File: src/rtl/pim_conv_bitslice_acc.sv
// Bit-sliced PIM convolution sequencer: slices one activation window, walks every
// (input slice, kernel slice) pair through a shared crossbar and shift-accumulates the psums.
module pim_conv_bitslice_acc #(
    parameter int unsigned NUM_TAPS   = 25,
    parameter int unsigned DATA_W     = 6,
    parameter int unsigned SLICE_W    = 3,
    parameter int unsigned NUM_KSLICE = 2,
    parameter int unsigned ADDR_W     = 5,
    parameter int unsigned PSUM_W     = 6,
    parameter int unsigned ACC_W      = 18
) (
    input  logic                         clk,
    input  logic                         rst,
    input  logic                         in_valid,
    output logic                         in_ready,
    input  logic [NUM_TAPS*DATA_W-1:0]   in_window,
    input  logic [ADDR_W-1:0]            in_base_addr,
    output logic                         xb_req,
    input  logic                         xb_ack,
    output logic [NUM_TAPS*SLICE_W-1:0]  xb_feature,
    output logic [ADDR_W-1:0]            xb_addr,
    input  logic [PSUM_W-1:0]            xb_psum,
    output logic                         out_valid,
    input  logic                         out_ready,
    output logic [ACC_W-1:0]             out_data,
    output logic                         out_sat
);

    localparam int unsigned NIS    = DATA_W / SLICE_W;
    localparam int unsigned IW     = (NIS > 1) ? $clog2(NIS) : 1;
    localparam int unsigned KW     = (NUM_KSLICE > 1) ? $clog2(NUM_KSLICE) : 1;
    localparam int unsigned MAX_SH = (NIS + NUM_KSLICE - 2) * SLICE_W;
    localparam int unsigned SUM_W  =
        ((ACC_W > PSUM_W + MAX_SH) ? ACC_W : PSUM_W + MAX_SH) + 1;
    localparam logic [IW-1:0]    I_LAST  = IW'(NIS - 1);
    localparam logic [KW-1:0]    K_LAST  = KW'(NUM_KSLICE - 1);
    localparam logic [SUM_W-1:0] ACC_MAX = (SUM_W'(1) << ACC_W) - SUM_W'(1);

    if (DATA_W % SLICE_W != 0) begin : gen_bad_slice
        $error("DATA_W must be a multiple of SLICE_W");
    end

    typedef enum logic [1:0] {StIdle, StReq, StDone} state_e;

    state_e                        state_q, state_d;
    logic [NUM_TAPS*DATA_W-1:0]    window_q, window_d;
    logic [ADDR_W-1:0]             base_q, base_d;
    logic [IW-1:0]                 i_q, i_d;
    logic [KW-1:0]                 k_q, k_d;
    logic [ACC_W-1:0]              acc_q, acc_d;
    logic [ACC_W-1:0]              data_q, data_d;
    logic                          sat_q, sat_d;
    logic [SUM_W-1:0]              sum;
    int unsigned                   shamt;

    always_comb begin
        state_d  = state_q;
        window_d = window_q;
        base_d   = base_q;
        i_d      = i_q;
        k_d      = k_q;
        acc_d    = acc_q;
        data_d   = data_q;
        sat_d    = sat_q;
        shamt    = (32'(i_q) + 32'(k_q)) * SLICE_W;
        // Sum is wide enough that the largest shifted psum cannot wrap before the clamp test.
        sum      = SUM_W'(acc_q) + (SUM_W'(xb_psum) << shamt);
        unique case (state_q)
            StIdle: begin
                if (in_valid) begin
                    window_d = in_window;
                    base_d   = in_base_addr;
                    acc_d    = '0;
                    sat_d    = 1'b0;
                    i_d      = '0;
                    k_d      = '0;
                    state_d  = StReq;
                end
            end
            StReq: begin
                if (xb_ack) begin
                    if (sum > ACC_MAX) begin
                        acc_d = '1;
                        sat_d = 1'b1;
                    end else begin
                        acc_d = sum[ACC_W-1:0];
                    end
                    if (k_q == K_LAST) begin
                        k_d = '0;
                        if (i_q == I_LAST) begin
                            data_d  = acc_d;
                            state_d = StDone;
                        end else begin
                            i_d = i_q + IW'(1);
                        end
                    end else begin
                        k_d = k_q + KW'(1);
                    end
                end
            end
            StDone: begin
                if (out_ready) begin
                    state_d = StIdle;
                end
            end
            default: state_d = StIdle;
        endcase
    end

    always_ff @(posedge clk) begin
        if (rst) begin
            state_q  <= StIdle;
            window_q <= '0;
            base_q   <= '0;
            i_q      <= '0;
            k_q      <= '0;
            acc_q    <= '0;
            data_q   <= '0;
            sat_q    <= 1'b0;
        end else begin
            state_q  <= state_d;
            window_q <= window_d;
            base_q   <= base_d;
            i_q      <= i_d;
            k_q      <= k_d;
            acc_q    <= acc_d;
            data_q   <= data_d;
            sat_q    <= sat_d;
        end
    end

    // Slice i of every latched tap, tap 0 kept in the MSBs.
    always_comb begin
        xb_feature = '0;
        for (int t = 0; t < NUM_TAPS; t++) begin
            xb_feature[(NUM_TAPS-1-t)*SLICE_W +: SLICE_W] =
                window_q[(NUM_TAPS-1-t)*DATA_W + 32'(i_q)*SLICE_W +: SLICE_W];
        end
    end

    assign in_ready  = (state_q == StIdle);
    assign xb_req    = (state_q == StReq);
    assign out_valid = (state_q == StDone);
    assign xb_addr   = base_q + ADDR_W'(k_q);
    assign out_data  = data_q;
    assign out_sat   = sat_q;

endmodule

File: config.mk
export PLATFORM = sky130hd
export DESIGN_NAME = pim_conv_bitslice_acc
export DESIGN_NICKNAME = d
export VERILOG_FILES = /design/src/rtl/pim_conv_bitslice_acc.sv
export SDC_FILE = /design/constraint.sdc
export NUM_CORES = 1
export LEC_CHECK = 0
export CAP_MARGIN = 20
export CELL_PAD_IN_SITES_DETAIL_PLACEMENT = 0
export CELL_PAD_IN_SITES_GLOBAL_PLACEMENT = 1
export CORE_MARGIN = 2
export CORE_UTILIZATION = 30
export CTS_BUF_LIST = sky130_fd_sc_hd__clkbuf_4 sky130_fd_sc_hd__clkbuf_8
export CTS_CLUSTER_DIAMETER = 200
export DETAILED_ROUTE_END_ITERATION = 12
export PLACE_DENSITY_LB_ADDON = 0.1
export SYNTH_ARGS = -nofsm -noshare
export SYNTH_HDL_FRONTEND = slang
export SYNTH_SLANG_ARGS = --single-unit
File: constraint.sdc
create_clock -name clk -period 9.3 [get_ports clk]
set_clock_uncertainty 0.1 [all_clocks]
set_input_delay 1.86 -clock clk [delete_from_list [all_inputs] [get_ports clk]]
set_output_delay 1.86 -clock clk [all_outputs]
set_load 0.02 [all_outputs]
# ---- Word level (Yosys, flattened, before mapping)
# Index checks and enable logic that the tools add are counted.
dict set report totals {
  register_bits 196
  word_cells 103
  inputBits 166
  output_inout_bits 102
}
dict set report op_classes {
  addsub 29
  n_lt_le_gt_ge 1
  multipliers 2
  reduce_logical 8
  shifts 26
  eq_ne 8
  n_mux 21
}
# operator count
set op_table {}
lappend op_table {{indexed part select 150 x 9 -> 3 bit} 11}
lappend op_table {{indexed part select 150 x 8 -> 3 bit} 5}
lappend op_table {{indexed part select 150 x 10 -> 3 bit} 3}
lappend op_table {{indexed part select 150 x 7 -> 3 bit} 3}
lappend op_table {{indexed part select 150 x 4 -> 3 bit} 1}
lappend op_table {{indexed part select 150 x 5 -> 3 bit} 1}
lappend op_table {{indexed part select 150 x 6 -> 3 bit} 1}
lappend op_table {{adder 7 x 3 -> 8 bit, first input constant} 11}
lappend op_table {{2-to-1 mux 18 bit} 3}
lappend op_table {{case mux 18 bit (2 select lines)} 1}
lappend op_table {{adder 6 x 3 -> 7 bit, first input constant} 5}
lappend op_table {{adder 8 x 3 -> 9 bit, first input constant} 3}
lappend op_table {{adder 18 x 19 -> 19 bit} 1}
lappend op_table {{greater-than comparator 19 x 18 -> 1 bit, second input constant} 1}
lappend op_table {{<< shifter 6 x 4 -> 19 bit} 1}
lappend op_table {{adder 5 x 3 -> 6 bit, first input constant} 3}
lappend op_table {{AND reduction 4 bit} 3}
lappend op_table {{2-to-1 mux 2 bit} 5}
lappend op_table {{inequality test 2 x 1 -> 1 bit, second input constant} 5}
lappend op_table {{2-to-1 mux 1 bit} 8}
lappend op_table {{case mux 1 bit (2 select lines)} 3}
lappend op_table {{case mux 2 bit (3 select lines)} 1}
lappend op_table {{adder 4 x 3 -> 5 bit, first input constant} 1}
lappend op_table {{adder 5 x 1 -> 5 bit} 1}
lappend op_table {{other kinds (13)} 14}

# ---- Longest topological paths before layout
# Gate-level depths: netlist (run 1).
dict set report logic_depth {
  depth_word 8
  ltp_mapped 18
}

# ---- Worst setup path after synthesis (run 1)
# OpenSTA, ideal clock, no wires.
dict set report synth_path {
  kind {input-to-reg}
  from {input port xb_psum[5]}
  to {register data_q[10] (netlist: out_data[10])}
  cell_stages 13
  t_arrival_ns 4.167
  setup_slack_ns 4.893
  t_required_ns 9.060
  setup_time_ns 0.140
  path_cell_list {mux2i_1 -> nor2_1 -> a31oi_1 -> o21ai_0 -> ha_1 -> a21o_1 -> a211o_1 -> nor3b_4 -> or2_1 -> a22oi_2 -> o21ai_4 -> buf_12 -> a211oi_2}
}
dict set report synth_via {
  elab_chain_cells 4
}
# element line
set synth_rtl {}
lappend synth_rtl {{from (decl)} 22} ;# input logic [PSUM_W-1:0] xb_psum,
lappend synth_rtl {{<< shifter 6 x 4 -> 19 bit (*)} 67} ;# sum = SUM_W'(acc_q) + (SUM_W'(xb_psum) << shamt);
lappend synth_rtl {{adder 18 x 19 -> 19 bit (*)} 67}
lappend synth_rtl {{greater-than comparator 19 x 18 -> 1 bit} 82} ;# if (sum > ACC_MAX) begin
lappend synth_rtl {{2-to-1 mux 18 bit (*)} 82}
lappend synth_rtl {{to (signal assigned)} 127} ;# data_q <= data_d;
lappend synth_rtl {{to (decl)} 51} ;# logic [ACC_W-1:0] data_q, data_d;
# Mark *: on every way between the ends. The rest lies on a longest branch, timed or not.
# A chain may end at the register's enable or synchronous reset.

# ---- Final worst setup path (run 1)
dict set report layout_path {
  from {input port xb_psum[3]}
  to {register data_q[3] (netlist: out_data[3])}
}
# Same word-level chain as after synthesis.

==> impl_metrics.env, run 1 <==
export IMPL_status="finished, final reports clean"
export IMPL_num_io_pins=268
export IMPL_synth_top_area_cell="dfxtp_1"
export IMPL_ys_flop_type="dfxtp_1"
export IMPL_drc_errors=0
export IMPL_critPathMaxStageDelay_ns=0.59
export IMPL_synthSimpleGateAreaFrac_pct=18.56
export IMPL_first_global_vias=7964
export IMPL_synth_warning_count=0
export IMPL_slew_violations=0
export IMPL_cp_num_buf_inv=1
export IMPL_core_area_mm2=0.02972
export IMPL_cp_top_family="compound AO/OA/AOI/OAI gates"
export IMPL_grt_pass1_wl_mm=42.98
export IMPL_dieHeight_um=178.0
export IMPL_syn_inst=1122
export IMPL_synth_edff_count=0
export IMPL_finalCritPeriodShare_pct=53.35
export IMPL_hold_class="reg2reg"
export IMPL_fmaxAchievable_ghz=0.2015
export IMPL_antenna_left=0
export IMPL_syn_avg_cell_area_um2=8.092
export IMPL_die_w_um=178.0
export IMPL_p_leak_uw=0.004532
export IMPL_yosys_register_bits=196
export IMPL_start_util_pct=30.55
export IMPL_grt_overflow=0
export IMPL_ys_seq_area_share_pct=43.22
export IMPL_dp_hpwl_mm=18.96
export IMPL_num_vias=8240
export IMPL_cts_tree="done"
export IMPL_synth_top_family_by_area="simple AND/OR/NAND/NOR gates"
export IMPL_syn_num_nets=1312
export IMPL_clock_sinks=196
export IMPL_worstPathRequired_ns=9.51
export IMPL_peakVddDrop_mv=0.07438
export IMPL_start_kind="input port"
export IMPL_slew_headroom_pct=27.28
export IMPL_rsz0062_at_grt="false"
export IMPL_synthXorXnorAreaFrac_pct=1.833
export IMPL_setup_viol=0
export IMPL_cts_clk_slew_worst_paths_ns=0.10
export IMPL_drtIter0Drc=384
export IMPL_worst_pin_slew_ns=1.091
export IMPL_critical_path_class="in2reg"
export IMPL_synth_fa_ha_area_share_pct=3.390
export IMPL_p_sw_uw=508.2
export IMPL_synth_mux_area_fraction_pct=10.34
export IMPL_p_clk_share_pct=32.1
export IMPL_routedWlPerCell_um=16.27
export IMPL_worstSetupEndpointType="flip-flop"
export IMPL_critPathArrivalTime_ns=5.17
export IMPL_drt_pass1_iter_count=4
export IMPL_grt_max_degree=131
export IMPL_async_flop_share_pct=0
export IMPL_p_per_area_mw_per_mm2=146.8
export IMPL_synth_compound_area_share_pct=18.48
export IMPL_row_count=63
export IMPL_clkLatencyLatePin_ns=0.46
export IMPL_drive_gt1_share_pct=10.55
export IMPL_path_cells="clkdlybuf4s50_1, mux2i_1, nor2_1, a31oi_1, o21ai_0, ha_1, a21o_1, a211o_1, nor3b_4, or2_1, a22oi_2, o21ai_4, a211oi_1"
export IMPL_cap_violations=0
export IMPL_comb_power_share_pct=18.2
export IMPL_finalCriticalPeriod_ns=4.962
export IMPL_synth_distinct_cells=57
export IMPL_cts_setup_buffers=0
export IMPL_grt_use_total_pct=17.31
export IMPL_cts_path_max_buffers=2
export IMPL_area_delta_synth_final_pct=36.48
export IMPL_yosysTopAreaCellShare_pct=43.22
export IMPL_antenna_found_initial=3
export IMPL_globalplace_congestion=0.8181
export IMPL_slowest_stage="o21ai_4"
export IMPL_cts_resized_gates=0
export IMPL_synthTopCellsByArea="dfxtp_1, nand2_1, a21oi_1, mux2_2, ha_1"
export IMPL_h_tree_depth=4
export IMPL_p_int_uw=1311
export IMPL_cts_hold_buf=0
export IMPL_postRouteWirelength_mm=28.26
export IMPL_critical_path_max_fanout=18
export IMPL_cts_root_buf="clkbuf_8"
export IMPL_die_area_mm2=0.03167
export IMPL_power_uw=1819
export IMPL_io_buffer_count=267
export IMPL_numCtsBuffers=17
export IMPL_vias_per_cell=4.744
export IMPL_setup_tns_ns=0
export IMPL_nNetsFinal=1524
export IMPL_switching_share_pct=27.94
export IMPL_power_share_sequential_pct=49.7
export IMPL_finalHoldViolations=0
export IMPL_synth_area_mm2=0.009079
cells in the final DEF (no fill, tap or decap), types with 2 or more instances in the layout:
cell type | netlist | routed
a211oi_1 | 26 | 26
a211oi_2 | 11 | 11
a21o_1 | 3 | 3
a21oi_1 | 196 | 196
a2bb2oi_1 | 2 | 2
a31oi_1 | 4 | 4
buf_4 | 1 | 6
bufinv_16 | 0 | 2
clkbuf_4 | 0 | 3
clkbuf_8 | 0 | 19
clkdlybuf4s50_1 | 0 | 266
clkinvlp_4 | 0 | 2
dfxtp_1 | 196 | 195
ha_1 | 23 | 23
inv_1 | 9 | 9
inv_6 | 0 | 3
mux2_2 | 78 | 78
mux2i_1 | 6 | 6
nand2_1 | 338 | 338
nand2b_1 | 8 | 8
nand3_1 | 6 | 6
nand4_1 | 4 | 4
nor2_1 | 50 | 49
nor2b_1 | 3 | 3
nor3_1 | 2 | 2
o211ai_1 | 3 | 3
o21ai_0 | 20 | 20
o21ai_1 | 2 | 2
o21ai_2 | 2 | 2
o22ai_1 | 3 | 3
or2_1 | 2 | 2
xnor2_1 | 10 | 10
xor2_1 | 9 | 9
routing by layer:
layer	track usage [%]	vias to the layer above	wire length, µm
met5	0	-	27
met4	4.679	4	384
met3	6.512	22	2243
met2	28.75	199	13320
met1	20.92	3787	12280
li1	-	4228	-
final cells by class:
type / count / area, µm²
Timing Repair Buffer: 274 / 2746
Inverter: 9 / 33.78
Antenna cell: 1 / 2.502
Tap cell: 390 / 488.0
Sequential cell: 196 / 3928
Multi-Input combinational cell: 836 / 4790
Clock buffer: 22 / 284.0
Clock inverter: 9 / 118.9
Fill cell: 3045 / 17330
worst paths after layout:
check	from	to	slack (ns)	depth (start not counted)
min reg2reg	window_q[113]	window_q[113]	0.35	2
max	xb_psum[3]	out_data[3]	4.34	13
max reg2reg	i_q	out_data[3]	5.06	14
min	window_q[113]	window_q[113]	0.35	2
cell usage after synthesis, types with 2 or more instances:
cell,number
a211oi_1,26
a211oi_2,11
a21o_1,3
a21oi_1,196
a2bb2oi_1,2
a31oi_1,4
buf_1,4
buf_2,7
clkbuf_1,66
dfxtp_1,196
ha_1,23
inv_1,9
mux2_2,78
mux2i_1,6
nand2_1,338
nand2b_1,8
nand3_1,6
nand4_1,4
nor2_1,50
nor2b_1,3
nor3_1,2
o211ai_1,3
o21ai_0,20
o21ai_1,2
o21ai_2,2
o22ai_1,3
or2_1,2
or2_2,2
xnor2_1,10
xor2_1,9
tightest hold or removal path: stages, from the launching register on:
cell and delay (ns):
dfxtp_1 0.32, nand2_1 0.05, a21oi_1 0.05
flip-flops by register name, summed over array words and instances (netlist names):
| name | cells |
|---|---|
| acc_q | 18 |
| base_q | 5 |
| i_q | 1 |
| k_q | 1 |
| out_data | 18 |
| out_sat | 1 |
| state_q | 2 |
| window_q | 150 |
cell families after synthesis:
family | Yosys count
xor+xnor | 19
compound gates | 285
other cells | 1
buf+inv | 90
simple gates | 423
flops | 196
mux | 84
fa+ha+maj | 24
per-stage QoR:
| step | utilization (%) | cells | worst slack [ns] | hold WS [ns] | area [µm²] |
|---|---|---|---|---|---|
| floorplan | - | 1122 | 4.893 | 0.3329 | 9079 |
| global placement | 40.24 | 1704 | 3.909 | 0.3399 | 11960 |
| detailed placement | 40.24 | 1704 | 3.864 | 0.3435 | 11960 |
| CTS | 41.59 | 1735 | 4.392 | 0.3576 | 12360 |
| global route | 41.69 | 1736 | 4.156 | 0.3749 | 12390 |
| finish | 41.70 | 1737 | 4.338 | 0.3545 | 12390 |
power by group through the flow:
stage / Clock [µW] / Sequential (µW) / Combinational (µW)
after detailed placement: 0 / 924 / 333
after floorplan: 0 / 917 / 180
after global routing: 644 / 911 / 363
final: 583 / 904 / 332
after global placement: 0 / 923 / 333
after CTS: 616 / 905 / 335
(Power assumes the default switching activity.)
==> inputs of run 2 (changes only) <==
==> constraint.sdc (replaced) <==
create_clock -name clk -period 4.23 [get_ports clk]
set_clock_uncertainty 0.1 [all_clocks]
set_input_delay 0.846 -clock clk [delete_from_list [all_inputs] [get_ports clk]]
set_output_delay 0.846 -clock clk [all_outputs]
set_load 0.02 [all_outputs]
==> run 2 against run 1 <==
- clock power rose by 110%
- non-clock buffer count rose by 14
- register-to-register slack got worse by 4.6 ns
- sequential power rose by 120%
- worst hold slack improved by 0.0026 ns
- via count fell by 0.27%
- combinational power rose by 120%
- first-iteration DRC count fell by 4.7%
- count of clock-buffer cells in the layout fell by 3
- cell area rose by 1.1%
- wire length fell by 0.30%
- die area did not move
- highest routed layer is now met4
==> impl_metrics.env, run 2 (synthesized netlist as in run 1, its figures left out) <==
export IMPL_nNetsFinal=1538
export IMPL_met3WireLength_mm=2.005
export IMPL_cts_clk_slew_worst_paths_ns=0.11
export IMPL_grt_use_total_pct=17.84
export IMPL_largest_register_ffs=150
export IMPL_design_area_mm2=0.01253
export IMPL_drt_pass1_iter_count=4
export IMPL_slew_headroom_pct=38.20
export IMPL_h_tree_depth=4
export IMPL_dp_hpwl_mm=19.58
export IMPL_start_util_pct=30.55
export IMPL_num_io_pins=268
export IMPL_cts_setup_buffers=0
export IMPL_setup_tns_ns=0
export IMPL_cts_path_max_buffers=2
export IMPL_final_cell_mix="nand2_1, clkdlybuf4s50_1, a21oi_1"
export IMPL_cts_hold_buf=0
export IMPL_hold_class="reg2reg"
export IMPL_p_clk_share_pct=31.0
export IMPL_slew_violations=0
export IMPL_power_share_sequential_pct=50.3
export IMPL_comb_power_share_pct=18.7
export IMPL_finalCritPeriodShare_pct=91.97
export IMPL_num_vias=8218
export IMPL_globalplace_congestion=0.7974
export IMPL_regMostFlops="window_q"
export IMPL_peakVddDrop_mv=0.1935
export IMPL_drc_errors=0
export IMPL_p_sw_uw=1194
export IMPL_row_count=63
export IMPL_worstPathRequired_ns=3.28
export IMPL_cts_root_buf="clkbuf_8"
export IMPL_finalCriticalPeriod_ns=3.890
export IMPL_vias_per_cell=4.691
export IMPL_nFillCells=3059
export IMPL_area_delta_synth_final_pct=37.98
export IMPL_cts_resized_gates=0
export IMPL_rsz0062_at_grt="false"
export IMPL_drtIter0Drc=366
export IMPL_met2_length_mm=13.25
export IMPL_postRouteWirelength_mm=28.17
export IMPL_grt_max_degree=83
export IMPL_cap_violations=0
export IMPL_layout_commonest_cell="nand2_1"
export IMPL_place_area_mm2=0.01213
export IMPL_worstSetupEndpointType="primary output"
export IMPL_grt_pass1_wl_mm=44.37
export IMPL_critical_path_class="reg2out"
export IMPL_worst_pin_slew_ns=0.9269
export IMPL_status="finished, final reports clean"
export IMPL_numCtsBuffers=17
export IMPL_p_leak_uw=0.004606
export IMPL_start_kind="flip-flop"
export IMPL_fmaxAchievable_ghz=0.2571
export IMPL_dieHeight_um=178.0
export IMPL_antenna_left=0
export IMPL_io_buffer_count=267
export IMPL_antenna_found_initial=1
export IMPL_p_int_uw=2762
export IMPL_drive_gt1_share_pct=11.54
export IMPL_finalHoldViolations=0
export IMPL_maxUsedRoutingLayer="met4"
export IMPL_die_w_um=178.0
export IMPL_wl_met1_mm=12.52
export IMPL_switching_share_pct=30.18
export IMPL_setup_viol=0
export IMPL_first_global_vias=8170
export IMPL_clock_sinks=196
export IMPL_grt_overflow=0
export IMPL_clkLatencyLatePin_ns=0.49
export IMPL_critical_path_max_fanout=55
export IMPL_p_per_area_mw_per_mm2=315.8
export IMPL_utilization_pct=42.15
export IMPL_core_area_mm2=0.02972
export IMPL_routedWlPerCell_um=16.08
export IMPL_cts_tree="done"
export IMPL_critPathArrivalTime_ns=2.94
export IMPL_die_area_mm2=0.03167
run 2: cell types whose count changed in the layout (fill, tap and decap cells not counted), sizes merged:
cell / delta
clkbuf: -3
buf: +14
clkinvlp: -1
clkinv: +7
bufinv: -2
run 2: critical path: stages, from the launching register on:
cell and delay (ns):
dfxtp_4 0.40, buf_4 0.32, buf_4 0.70, mux2_2 0.42, clkdlybuf4s50_1 0.59
run 2: area by class of cell:
cell class | count | area (µm²) | area share [%]
Clock inverter | 13 | 142.6 | 1.139
Multi-Input combinational cell | 836 | 4790 | 38.23
Sequential cell | 196 | 3928 | 31.35
Timing Repair Buffer | 288 | 2894 | 23.10
Antenna cell | 1 | 2.502 | 0.01998
Clock buffer | 19 | 249.0 | 1.988
Tap cell | 390 | 488.0 | 3.895
Inverter | 9 | 33.78 | 0.2697
run 2: power groups by stage:
| stage | registers, µW | logic [µW] | clock network, µW |
|---|---|---|---|
| CTS | 1990 | 753 | 1290 |
| finish | 1990 | 740 | 1230 |
| global placement | 2030 | 749 | 0 |
| global route | 2000 | 815 | 1360 |
| floorplan | 2020 | 397 | 0 |
| detailed placement | 2030 | 748 | 0 |
run 2: metrics by stage:
step                      hold WS [ns]  std cells  setup slack [ns]  power [µW]
after detailed placement        0.3428       1719            0.1380        2779
final                           0.3571       1752            0.3399        3956
after CTS                       0.3578       1751            0.2571        4035
after global routing            0.3735       1752            0.1719        4180
after global placement          0.3394       1719            0.2530        2779
after floorplan                 0.3329       1122            0.3305        2413
run 2: routing by layer:
metal / global-route usage, % / up-vias
li1: - / 4238
met1: 22.05 / 3777
met2: 29.57 / 179
met3: 6.341 / 24
met4: 4.303 / 0
met5: 0 / -
run 2: path summary, 6_finish.rpt:
kind                start              to  slack (ns)  depth (start not counted)
min reg2reg  window_q[93]    window_q[93]        0.36                          2
max reg2reg           k_q     out_data[0]        0.44                         13
min          window_q[93]    window_q[93]        0.36                          2
max                   i_q  xb_feature[38]        0.34                          4
==> inputs of run 3 (changes only) <==
--- a/config.mk
+++ b/config.mk
@@ -14,6 +14,7 @@
 export CTS_CLUSTER_DIAMETER = 200
 export DETAILED_ROUTE_END_ITERATION = 12
 export PLACE_DENSITY_LB_ADDON = 0.1
+export SKIP_LAST_GASP = 1
 export SYNTH_ARGS = -nofsm -noshare
 export SYNTH_HDL_FRONTEND = slang
 export SYNTH_SLANG_ARGS = --single-unit
==> results of run 3 <==
The final DEF is identical to that of run 2; final timing and power are the same.
